==> src/rtl/mem_arb_pkg.sv <==
// mem_arb_pkg: shared types, memory depth and address-rule helper for the
// data-memory port arbiter.
`default_nettype none

package mem_arb_pkg;

  typedef enum logic [1:0] {
    IDLE  = 2'd0,
    ISSUE = 2'd1,
    RESP  = 2'd2
  } state_e;

  typedef enum logic [1:0] {
    OWN_NONE = 2'd0,
    OWN_CPU  = 2'd1,
    OWN_DMA  = 2'd2
  } owner_e;

  localparam int unsigned MEM_DEPTH = 512;

  // Word 0 is reserved and anything past the array is unmapped.
  function automatic logic addr_ok(input logic [31:0] addr);
    return (addr != 32'd0) && (addr < 32'(MEM_DEPTH));
  endfunction

endpackage

`default_nettype wire

==> src/rtl/mem_arb_prio.sv <==
// mem_arb_prio: CPU-first grant decision with a saturating DMA wait counter
// that lets a starved DMA requester overtake the CPU.
`default_nettype none

module mem_arb_prio
  import mem_arb_pkg::*;
#(
  parameter int STARVE_LIMIT = 4,
  parameter int WCNT_W       = 3
) (
  input  logic   Clk,
  input  logic   Reset_n,
  input  logic   arb_en,
  input  logic   cpu_req,
  input  logic   dma_req,
  input  owner_e owner,
  output logic   grant_cpu,
  output logic   grant_dma
);

  logic [WCNT_W-1:0] wait_cnt_q, wait_cnt_d;
  logic              cpu_req_m, dma_req_m, starved;

  always_comb begin
    // The port being acked this cycle must not win again on its stale req.
    cpu_req_m  = cpu_req & (owner != OWN_CPU);
    dma_req_m  = dma_req & (owner != OWN_DMA);
    starved    = (wait_cnt_q >= WCNT_W'(STARVE_LIMIT));
    grant_dma  = arb_en & dma_req_m & (~cpu_req_m | starved);
    grant_cpu  = arb_en & cpu_req_m & ~grant_dma;

    wait_cnt_d = wait_cnt_q;
    if (grant_dma || !dma_req) begin
      wait_cnt_d = '0;
    end else if ((owner != OWN_DMA) && !starved) begin
      wait_cnt_d = wait_cnt_q + 1'b1;
    end
  end

  always_ff @(posedge Clk or negedge Reset_n) begin
    if (!Reset_n) begin
      wait_cnt_q <= '0;
    end else begin
      wait_cnt_q <= wait_cnt_d;
    end
  end

endmodule

`default_nettype wire

==> src/rtl/mem_port_arbiter.sv <==
// mem_port_arbiter: serialises CPU and DMA accesses onto the 512x32 data memory.
// Optional MEM_PORT_ARB_PERF_EN adds per-port access and CPU stall counters.
`default_nettype none

module mem_port_arbiter
  import mem_arb_pkg::*;
#(
  parameter int ADDR_W       = 9,
  parameter int STARVE_LIMIT = 4,
  parameter int WCNT_W       = 3
) (
  input  logic              Clk,
  input  logic              Reset_n,
  input  logic              cpu_req,
  input  logic              cpu_we,
  input  logic [31:0]       cpu_addr,
  input  logic [31:0]       cpu_wdata,
  output logic [31:0]       cpu_rdata,
  output logic              cpu_ack,
  output logic              cpu_stall,
  input  logic              dma_req,
  input  logic              dma_we,
  input  logic [31:0]       dma_addr,
  input  logic [31:0]       dma_wdata,
  output logic [31:0]       dma_rdata,
  output logic              dma_ack,
  output logic [ADDR_W-1:0] mem_addr,
  output logic              mem_re,
  output logic              mem_we,
  output logic [31:0]       mem_wdata,
  input  logic [31:0]       mem_rdata,
  output logic              range_err
`ifdef MEM_PORT_ARB_PERF_EN
  ,
  output logic [31:0]       perf_cpu_cnt,
  output logic [31:0]       perf_dma_cnt,
  output logic [31:0]       perf_stall_cnt
`endif
);

  state_e            state_q, state_d;
  owner_e            owner_q, owner_d;
  logic              we_q, we_d, bad_q, bad_d;
  logic [ADDR_W-1:0] mem_addr_q, mem_addr_d;
  logic              mem_re_q, mem_re_d, mem_we_q, mem_we_d;
  logic [31:0]       mem_wdata_q, mem_wdata_d;
  logic              cpu_ack_q, cpu_ack_d, dma_ack_q, dma_ack_d;
  logic              range_err_q, range_err_d;
  logic [31:0]       cpu_rdata_q, cpu_rdata_d, dma_rdata_q, dma_rdata_d;

  logic              w_arb_en, w_grant_cpu, w_grant_dma;
  logic              w_sel_we, w_sel_ok;
  logic [31:0]       w_sel_addr, w_sel_wdata, w_resp_data;

  assign w_arb_en = (state_q == IDLE) || (state_q == RESP);

  mem_arb_prio #(
    .STARVE_LIMIT (STARVE_LIMIT),
    .WCNT_W       (WCNT_W)
  ) u_prio (
    .Clk       (Clk),
    .Reset_n   (Reset_n),
    .arb_en    (w_arb_en),
    .cpu_req   (cpu_req),
    .dma_req   (dma_req),
    .owner     (owner_q),
    .grant_cpu (w_grant_cpu),
    .grant_dma (w_grant_dma)
  );

  assign w_sel_we    = w_grant_dma ? dma_we    : cpu_we;
  assign w_sel_addr  = w_grant_dma ? dma_addr  : cpu_addr;
  assign w_sel_wdata = w_grant_dma ? dma_wdata : cpu_wdata;
  assign w_sel_ok    = addr_ok(w_sel_addr);
  assign w_resp_data = (!we_q && !bad_q) ? mem_rdata : 32'd0;

  always_comb begin
    state_d     = state_q;
    owner_d     = owner_q;
    we_d        = we_q;
    bad_d       = bad_q;
    mem_addr_d  = '0;
    mem_re_d    = 1'b0;
    mem_we_d    = 1'b0;
    mem_wdata_d = '0;
    cpu_ack_d   = 1'b0;
    dma_ack_d   = 1'b0;
    range_err_d = 1'b0;
    cpu_rdata_d = cpu_rdata_q;
    dma_rdata_d = dma_rdata_q;

    case (state_q)
      ISSUE: begin
        state_d     = RESP;
        cpu_ack_d   = (owner_q == OWN_CPU);
        dma_ack_d   = (owner_q == OWN_DMA);
        range_err_d = bad_q;
      end
      RESP: begin
        if (owner_q == OWN_CPU) cpu_rdata_d = w_resp_data;
        if (owner_q == OWN_DMA) dma_rdata_d = w_resp_data;
        state_d = IDLE;
        owner_d = OWN_NONE;
      end
      default: ;
    endcase

    // A grant loads the memory strobes so they are presented during ISSUE.
    if (w_arb_en && (w_grant_cpu || w_grant_dma)) begin
      state_d     = ISSUE;
      owner_d     = w_grant_dma ? OWN_DMA : OWN_CPU;
      we_d        = w_sel_we;
      bad_d       = ~w_sel_ok;
      mem_addr_d  = w_sel_addr[ADDR_W-1:0];
      mem_re_d    = w_sel_ok & ~w_sel_we;
      mem_we_d    = w_sel_ok & w_sel_we;
      mem_wdata_d = w_sel_wdata;
    end
  end

  always_ff @(posedge Clk or negedge Reset_n) begin
    if (!Reset_n) begin
      state_q     <= IDLE;
      owner_q     <= OWN_NONE;
      we_q        <= 1'b0;
      bad_q       <= 1'b0;
      mem_addr_q  <= '0;
      mem_re_q    <= 1'b0;
      mem_we_q    <= 1'b0;
      mem_wdata_q <= '0;
      cpu_ack_q   <= 1'b0;
      dma_ack_q   <= 1'b0;
      range_err_q <= 1'b0;
      cpu_rdata_q <= '0;
      dma_rdata_q <= '0;
    end else begin
      state_q     <= state_d;
      owner_q     <= owner_d;
      we_q        <= we_d;
      bad_q       <= bad_d;
      mem_addr_q  <= mem_addr_d;
      mem_re_q    <= mem_re_d;
      mem_we_q    <= mem_we_d;
      mem_wdata_q <= mem_wdata_d;
      cpu_ack_q   <= cpu_ack_d;
      dma_ack_q   <= dma_ack_d;
      range_err_q <= range_err_d;
      cpu_rdata_q <= cpu_rdata_d;
      dma_rdata_q <= dma_rdata_d;
    end
  end

  // Memory data is only valid in RESP, so the ack cycle bypasses the holding flop.
  assign cpu_rdata = cpu_ack_q ? w_resp_data : cpu_rdata_q;
  assign dma_rdata = dma_ack_q ? w_resp_data : dma_rdata_q;
  assign cpu_ack   = cpu_ack_q;
  assign dma_ack   = dma_ack_q;
  assign cpu_stall = cpu_req & ~cpu_ack_q;
  assign mem_addr  = mem_addr_q;
  assign mem_re    = mem_re_q;
  assign mem_we    = mem_we_q;
  assign mem_wdata = mem_wdata_q;
  assign range_err = range_err_q;

`ifdef MEM_PORT_ARB_PERF_EN
  logic [31:0] perf_cpu_q, perf_cpu_d, perf_dma_q, perf_dma_d;
  logic [31:0] perf_stall_q, perf_stall_d;

  always_comb begin
    perf_cpu_d   = perf_cpu_q   + {31'd0, cpu_ack_q};
    perf_dma_d   = perf_dma_q   + {31'd0, dma_ack_q};
    perf_stall_d = perf_stall_q + {31'd0, cpu_stall};
  end

  always_ff @(posedge Clk or negedge Reset_n) begin
    if (!Reset_n) begin
      perf_cpu_q   <= '0;
      perf_dma_q   <= '0;
      perf_stall_q <= '0;
    end else begin
      perf_cpu_q   <= perf_cpu_d;
      perf_dma_q   <= perf_dma_d;
      perf_stall_q <= perf_stall_d;
    end
  end

  assign perf_cpu_cnt   = perf_cpu_q;
  assign perf_dma_cnt   = perf_dma_q;
  assign perf_stall_cnt = perf_stall_q;
`endif

endmodule

`default_nettype wire
==> config.mk <==
export PLATFORM = sky130hd
export DESIGN_NAME = mem_port_arbiter
export DESIGN_NICKNAME = d
export VERILOG_FILES = /design/src/rtl/mem_arb_pkg.sv /design/src/rtl/mem_arb_prio.sv /design/src/rtl/mem_port_arbiter.sv
export SDC_FILE = /design/constraint.sdc
export NUM_CORES = 1
export LEC_CHECK = 0
export ABC_AREA = 1
export ABC_CLOCK_PERIOD_IN_PS = 2790
export BUFFER_PORTS_ARGS = -buffer_cell sky130_fd_sc_hd__buf_2
export CAP_MARGIN = 0
export CORE_AREA = 2 2 118 120
export CTS_CLUSTER_DIAMETER = 120
export DETAILED_ROUTE_END_ITERATION = 10
export DIE_AREA = 0 0 120 122
export PLACE_DENSITY = 0.87
export SLEW_MARGIN = 30
export SYNTH_ARGS = -nofsm -noshare
export SYNTH_HDL_FRONTEND = slang
export SYNTH_SLANG_ARGS = --single-unit
==> constraint.sdc <==
create_clock -name Clk -period 2.79 [get_ports Clk]
set_input_delay 0.279 -clock Clk [delete_from_list [all_inputs] [get_ports Clk]]
set_output_delay 0.279 -clock Clk [all_outputs]
set_load 0.02 [all_outputs]
==> results of run 1 <==
per-stage QoR:
stage | std cells | worst slack (ns) | area, um2 | util (%)
floorplan | 775 | 1.066 | 5891 | -
global placement | 1196 | 0.7945 | 7380 | 54.65
detailed placement | 1196 | 0.7865 | 7380 | 54.65
CTS | 1228 | 0.3346 | 7989 | 59.16
global route | 1228 | 0.2031 | 7989 | 59.16
finish | 1228 | 0.3358 | 7989 | 59.16
flip-flops by register name (all words and copies together) (netlist names):
signal and cells:
mem_wdata 32, state_q 2, cpu_ack 1, mem_we 1
we_q 1, cpu_rdata_q 32, mem_re 1, u_prio.wait_cnt_q 3
mem_addr 9, range_err 1, bad_q 1, dma_ack 1
owner_q 2, dma_rdata_q 32
worst register-to-register path: stages (launching register included):
cell and delay, ns:
dfrtp_1 0.42, nand2_4 0.14, nand2_4 0.09, nor2_8 0.16, nand2_8 0.21, inv_4 0.41
nand2_2 0.12, nand2_2 0.08, nor2_2 0.04, nand3_2 0.07, nand2_1 0.06, nor2_1 0.09
routing by layer:
layer / global-route usage (%) / share of wire, %
met3: 5.243 / 6.5
met1: 27.16 / 41
met2: 38.32 / 50
met4: 10.96 / 2.7
met5: 0 / 0
final timing paths:
kind,start,endpoint,slack [ns],cells after the start
max,bad_q,dma_rdata[30],0.34,5
min,cpu_wdata[18],mem_wdata[18],0.10,3
max reg2reg,owner_q[1],mem_we,0.84,11
min reg2reg,we_q,we_q,0.48,2
max in group asynchronous,Reset_n,dma_ack,1.50,3
min in group asynchronous,Reset_n,cpu_rdata_q[10],0.43,2
cell families after synthesis:
family | after synthesis
AOI/OAI and AO/OA | 172
xor gates and xnor gates | 1
adders and majority gates | 1
buffers and inverters | 157
DFF | 119
and+or+nand+nor | 325
cell usage after synthesis, drive strengths merged:
| cell | count |
|---|---|
| nand4 | 1 |
| xor2 | 1 |
| nand3b | 4 |
| ha | 1 |
| o22ai | 1 |
| dfrtp | 119 |
| nor2 | 131 |
| a21oi | 7 |
| nand3 | 7 |
| clkbuf | 29 |
| inv | 114 |
| or2 | 2 |
| o21ai | 164 |
| nand2 | 173 |
| nor4 | 5 |
| buf | 14 |
| nor3 | 2 |
power breakdown:
| part | internal [mW] | leakage [nW] | total [mW] | switching (mW) |
|---|---|---|---|---|
| registers | 2.31 | 1.59 | 2.57 | 0.265 |
| logic | 0.894 | 2.42 | 2.92 | 2.03 |
| clock network | 1.47 | 0.293 | 2.21 | 0.742 |
layout make-up:
type,count,area share [%]
clock buffers,23,5.983
clock inverters,8,1.519
inverters,114,5.388
multi-input cells,499,28.63
flip-flops and latches,119,37.31
well taps,180,2.819
repair buffers,285,18.36
==> results.sh, run 1 <==
export IMPL_nets=1203
export IMPL_maxSlewViolCount=0
export IMPL_path_clk_slew_ns=0.05
export IMPL_rows=43
export IMPL_nFillCells=1245
export IMPL_final_min_clock_period_ns=2.454
export IMPL_dieArea_um2=14640
export IMPL_cts_resized=0
export IMPL_rsz0062_at_grt="false"
export IMPL_relSlewSlack_pct=50.72
export IMPL_synth_top_family_by_area="simple AND/OR/NAND/NOR gates"
export IMPL_ir_worst_vdd_mv=0.4460
export IMPL_grt_pass1_wl_um=25830
export IMPL_drtIter0Drc=496
export IMPL_finalSetupViolCount=0
export IMPL_cts_buffers=17
export IMPL_cap_violations=0
export IMPL_synth_fa_ha_area_share_pct=0.2124
export IMPL_ys_types=35
export IMPL_synth_seq_cells=119
export IMPL_start_kind="flip-flop"
export IMPL_synth_seq_area_share_pct=50.55
export IMPL_root_buffer="clkbuf_16"
export IMPL_io_buffer_count=276
export IMPL_seq_area_um2=2980
export IMPL_diodes=0
export IMPL_power_total_mw=7.701
export IMPL_synth_xor_area_share_pct=0.1487
export IMPL_yosysTopAreaCellShare_pct=50.55
export IMPL_finalCritPeriodShare_pct=87.97
export IMPL_p_leak_nw=4.297
export IMPL_synth_compound_area_share_pct=14.89
export IMPL_fp_dieW_um=120
export IMPL_drc=0
export IMPL_synth_top_cell_by_area="dfrtp_1"
export IMPL_yosysWarningCount=0
export IMPL_multiInputGateArea_um2=2287
export IMPL_hold_viol_final=0
export IMPL_detail_route_wl_per_cell_um=13.18
export IMPL_p_per_area_nw_per_um2=963.9
export IMPL_num_io_pins=277
export IMPL_crit_path_cell_trace="or2_2, nor2_1, nand2_1, o21ai_0, buf_2"
export IMPL_grt_max_degree=71
export IMPL_dr_pass1_iters=8
export IMPL_die_y_um=122
export IMPL_status="complete, no violations"
export IMPL_syn_nets=942
export IMPL_fin_setup_tns_ns=0
export IMPL_dp_hpwl_um=11640
export IMPL_clock_sinks=119
export IMPL_cts_hold_buf=1
export IMPL_clock_path_buffers=2
export IMPL_fin_skew_ns=0.007216
export IMPL_muxShareOfSynthArea_pct=0
export IMPL_synth_area_top_cells="dfrtp_1 (51%), o21ai_0 (13%), nand2_1 (10%), nor2_1 (8.0%), inv_1 (7.1%)"
export IMPL_crit_buf_inv=1
export IMPL_syn_cell_area_um2=5891
export IMPL_layout_common_cells="buf_2 (275), nand2_1 (161), o21ai_0 (158)"
export IMPL_antenna_found_initial=0
export IMPL_fin_worst_hold_slack_ns=0.1008
export IMPL_avgSynthCellArea_um2=7.601
export IMPL_post_cts_setup_buffers=0
export IMPL_final_common_cell="buf_2"
export IMPL_gp_congestion=0.8103
export IMPL_endpoint_kind="output port"
export IMPL_detail_route_antenna_nets=0
export IMPL_start_util_pct=43.62
export IMPL_grt_pass1_vias=5472
export IMPL_tightest_slew_ns=0.7392
export IMPL_cts_max_level=4
export IMPL_critPathRequiredTime_ns=2.51
export IMPL_arrival_ns=2.18
export IMPL_critPathKind="reg2out"
export IMPL_core_area_um2=13500
export IMPL_vias_per_cell=4.755
export IMPL_wirelength_um=16180
export IMPL_max_stage_delay_ns=0.57
export IMPL_grt_overflow=0
export IMPL_synthToLayoutAreaGrowth_pct=35.62
export IMPL_slowest_stage="or2_2"
export IMPL_fmax_ghz=0.4075
export IMPL_layout_drive_gt1_share_pct=32.35
export IMPL_clk_latency_ns=0.41
export IMPL_syn_inst=775
export IMPL_cts_tree="built"
export IMPL_vias=5839
export IMPL_cp_top_family="simple AND/OR/NAND/NOR gates"
export IMPL_hp_class="in2reg"
export IMPL_synthSimpleGateAreaFrac_pct=23.41
export IMPL_cp_max_fo=32
export IMPL_grt_util_all_layers_pct=22.59
Power figures use the tool's default switching activity.
==> run 2, diff against run 1 <==
- CELL_PAD_IN_SITES_DETAIL_PLACEMENT: default -> 1
- CELL_PAD_IN_SITES_GLOBAL_PLACEMENT: default -> 1
- CORE_AREA: 2 2 118 120 -> 2 2 133 135
- DIE_AREA: 0 0 120 122 -> 0 0 135 137
- PLACE_DENSITY: 0.87 -> 0.95
==> run 2 against run 1 <==
Power rose by 1.1%. Final cell count is 3.8% higher. Wire length rose by 21%. Register-to-register slack about the same. Critical path depth unchanged. Flip-flop and latch count stayed put. Clock power is essentially flat.
==> results.sh, run 2 (synthesis gave the netlist of run 1 again) <==
export IMPL_grt_util_all_layers_pct=21.02
export IMPL_cts_resized=0
export IMPL_io_buffer_count=276
export IMPL_finalCritPeriodShare_pct=89.37
export IMPL_p_leak_nw=4.283
export IMPL_cts_max_level=4
export IMPL_vias=6037
export IMPL_synthToLayoutAreaGrowth_pct=36.55
export IMPL_fp_dieW_um=135
export IMPL_critPathRequiredTime_ns=2.51
export IMPL_start_util_pct=34.54
export IMPL_gp_congestion=0.7766
export IMPL_final_min_clock_period_ns=2.494
export IMPL_rsz0062_at_grt="false"
export IMPL_final_common_cell="buf_2"
export IMPL_max_stage_delay_ns=0.57
export IMPL_dp_hpwl_um=14020
export IMPL_path_clk_slew_ns=0.06
export IMPL_post_cts_setup_buffers=0
export IMPL_maxSlewViolCount=0
export IMPL_start_kind="flip-flop"
export IMPL_fin_area_um2=8044
export IMPL_fmax_ghz=0.4010
export IMPL_tightest_slew_ns=0.7416
export IMPL_rows=48
export IMPL_hold_viol_final=0
export IMPL_post_route_util_pct=47.16
export IMPL_vias_per_cell=4.735
export IMPL_layout_drive_gt1_share_pct=32.76
export IMPL_cts_buffers=17
export IMPL_crit_path_cell_trace="or2_2, nor2_1, nand2_1, o21ai_0, buf_2"
export IMPL_antenna_found_initial=0
export IMPL_cap_violations=0
export IMPL_met2WireLength_um=10460
export IMPL_core_area_um2=17060
export IMPL_grt_pass1_wl_um=30240
export IMPL_drc=0
export IMPL_cts_tree="built"
export IMPL_clk_latency_ns=0.41
export IMPL_finalSetupViolCount=0
export IMPL_status="complete, no violations"
export IMPL_drtIter0Drc=221
export IMPL_wl_met3_um=1036
export IMPL_grt_max_degree=67
export IMPL_root_buffer="clkbuf_16"
export IMPL_slowest_stage="or2_2"
export IMPL_met1_length_um=7797
export IMPL_detail_route_antenna_nets=0
export IMPL_layout_common_cells="buf_2 (275), nand2_1 (161), o21ai_0 (158)"
export IMPL_routed_top_layer="met4"
export IMPL_dieArea_um2=18500
export IMPL_placed_cell_area_um2=7443
export IMPL_grt_pass1_vias=6239
export IMPL_ir_worst_vdd_mv=0.4188
export IMPL_grt_overflow=0
export IMPL_p_per_area_nw_per_um2=968.0
export IMPL_die_y_um=137
export IMPL_critPathKind="reg2out"
export IMPL_fin_skew_ns=0.006355
export IMPL_cp_top_family="simple AND/OR/NAND/NOR gates"
export IMPL_clock_path_buffers=2
export IMPL_fin_setup_tns_ns=0
export IMPL_detail_route_wl_per_cell_um=15.31
export IMPL_cp_max_fo=32
export IMPL_arrival_ns=2.21
export IMPL_relSlewSlack_pct=50.56
export IMPL_power_total_mw=7.787
export IMPL_dr_pass1_iters=4
export IMPL_clock_sinks=119
export IMPL_endpoint_kind="output port"
export IMPL_wirelength_um=19520
export IMPL_diodes=0
export IMPL_num_io_pins=277
export IMPL_hp_class="in2reg"
export IMPL_crit_buf_inv=1
export IMPL_nets=1204
==> run 2: changes by cell type in the layout (fill, tap and decap cells not counted), moves of 2 or more <==
cell,delta
clkbuf_1,-3
clkbuf_8,-2
clkinv_4,+2
clkinvlp_4,+4
inv_6,+2
==> run 2: power by group <==
part | switching (mW) | internal, mW | total [mW] | leakage [nW]
registers | 0.227 | 2.31 | 2.53 | 1.59
clock network | 0.837 | 1.34 | 2.18 | 0.275
logic | 2.18 | 0.894 | 3.07 | 2.42
==> run 2: worst paths after layout <==
| path | from | end | slack [ns] | cells after the start |
|---|---|---|---|---|
| worst min-delay path | cpu_wdata[17] | mem_wdata[17] | 0.1 | 3 |
| max in group asynchronous | Reset_n | mem_wdata[0] | 1.63 | 3 |
| worst max-delay path | bad_q | cpu_rdata[11] | 0.30 | 5 |
| min in group asynchronous | Reset_n | dma_rdata_q[9] | 0.35 | 2 |
| worst max register to register | owner_q[1] | we_q | 0.83 | 8 |
| worst min register to register | we_q | we_q | 0.50 | 2 |
==> run 2: worst min-delay path: stages <==
cell	delay [ns]
buf_2	0.08
nor2_1	0.03
nor2_1	0.08
==> run 2: layout make-up <==
type | instances | area [um2]
Sequential cell | 119 | 2980
Timing Repair Buffer | 286 | 1474
Clock buffer | 18 | 439.2
Multi-Input combinational cell | 499 | 2287
Clock inverter | 14 | 151.4
Inverter | 114 | 430.4
Tap cell | 225 | 281.5
Fill cell | 2204 | 9012
==> run 2: what timing repair did <==
item | CTS | global route
hold endpoints to repair | 29 | 0
hold buffers | 1 | 0
endpoints found under the setup margin | 0 | 0
==> run 2: metrics by stage <==
step	setup WS, ns	hold WS, ns	std cells
final	0.2965	0.09795	1275
after global placement	0.8007	0.2483	1242
after detailed placement	0.7521	0.2523	1242
after global routing	0.1141	0.09177	1275
after CTS	0.2339	0.08072	1275
after floorplan	1.066	-0.01659	775
==> run 2: layer usage <==
| layer | vias up | global-route usage [%] |
|---|---|---|
| li1 | 2918 | - |
| met1 | 2900 | 23.16 |
| met2 | 194 | 40.38 |
| met3 | 25 | 4.741 |
| met4 | 0 | 5.787 |
| met5 | - | 0 |
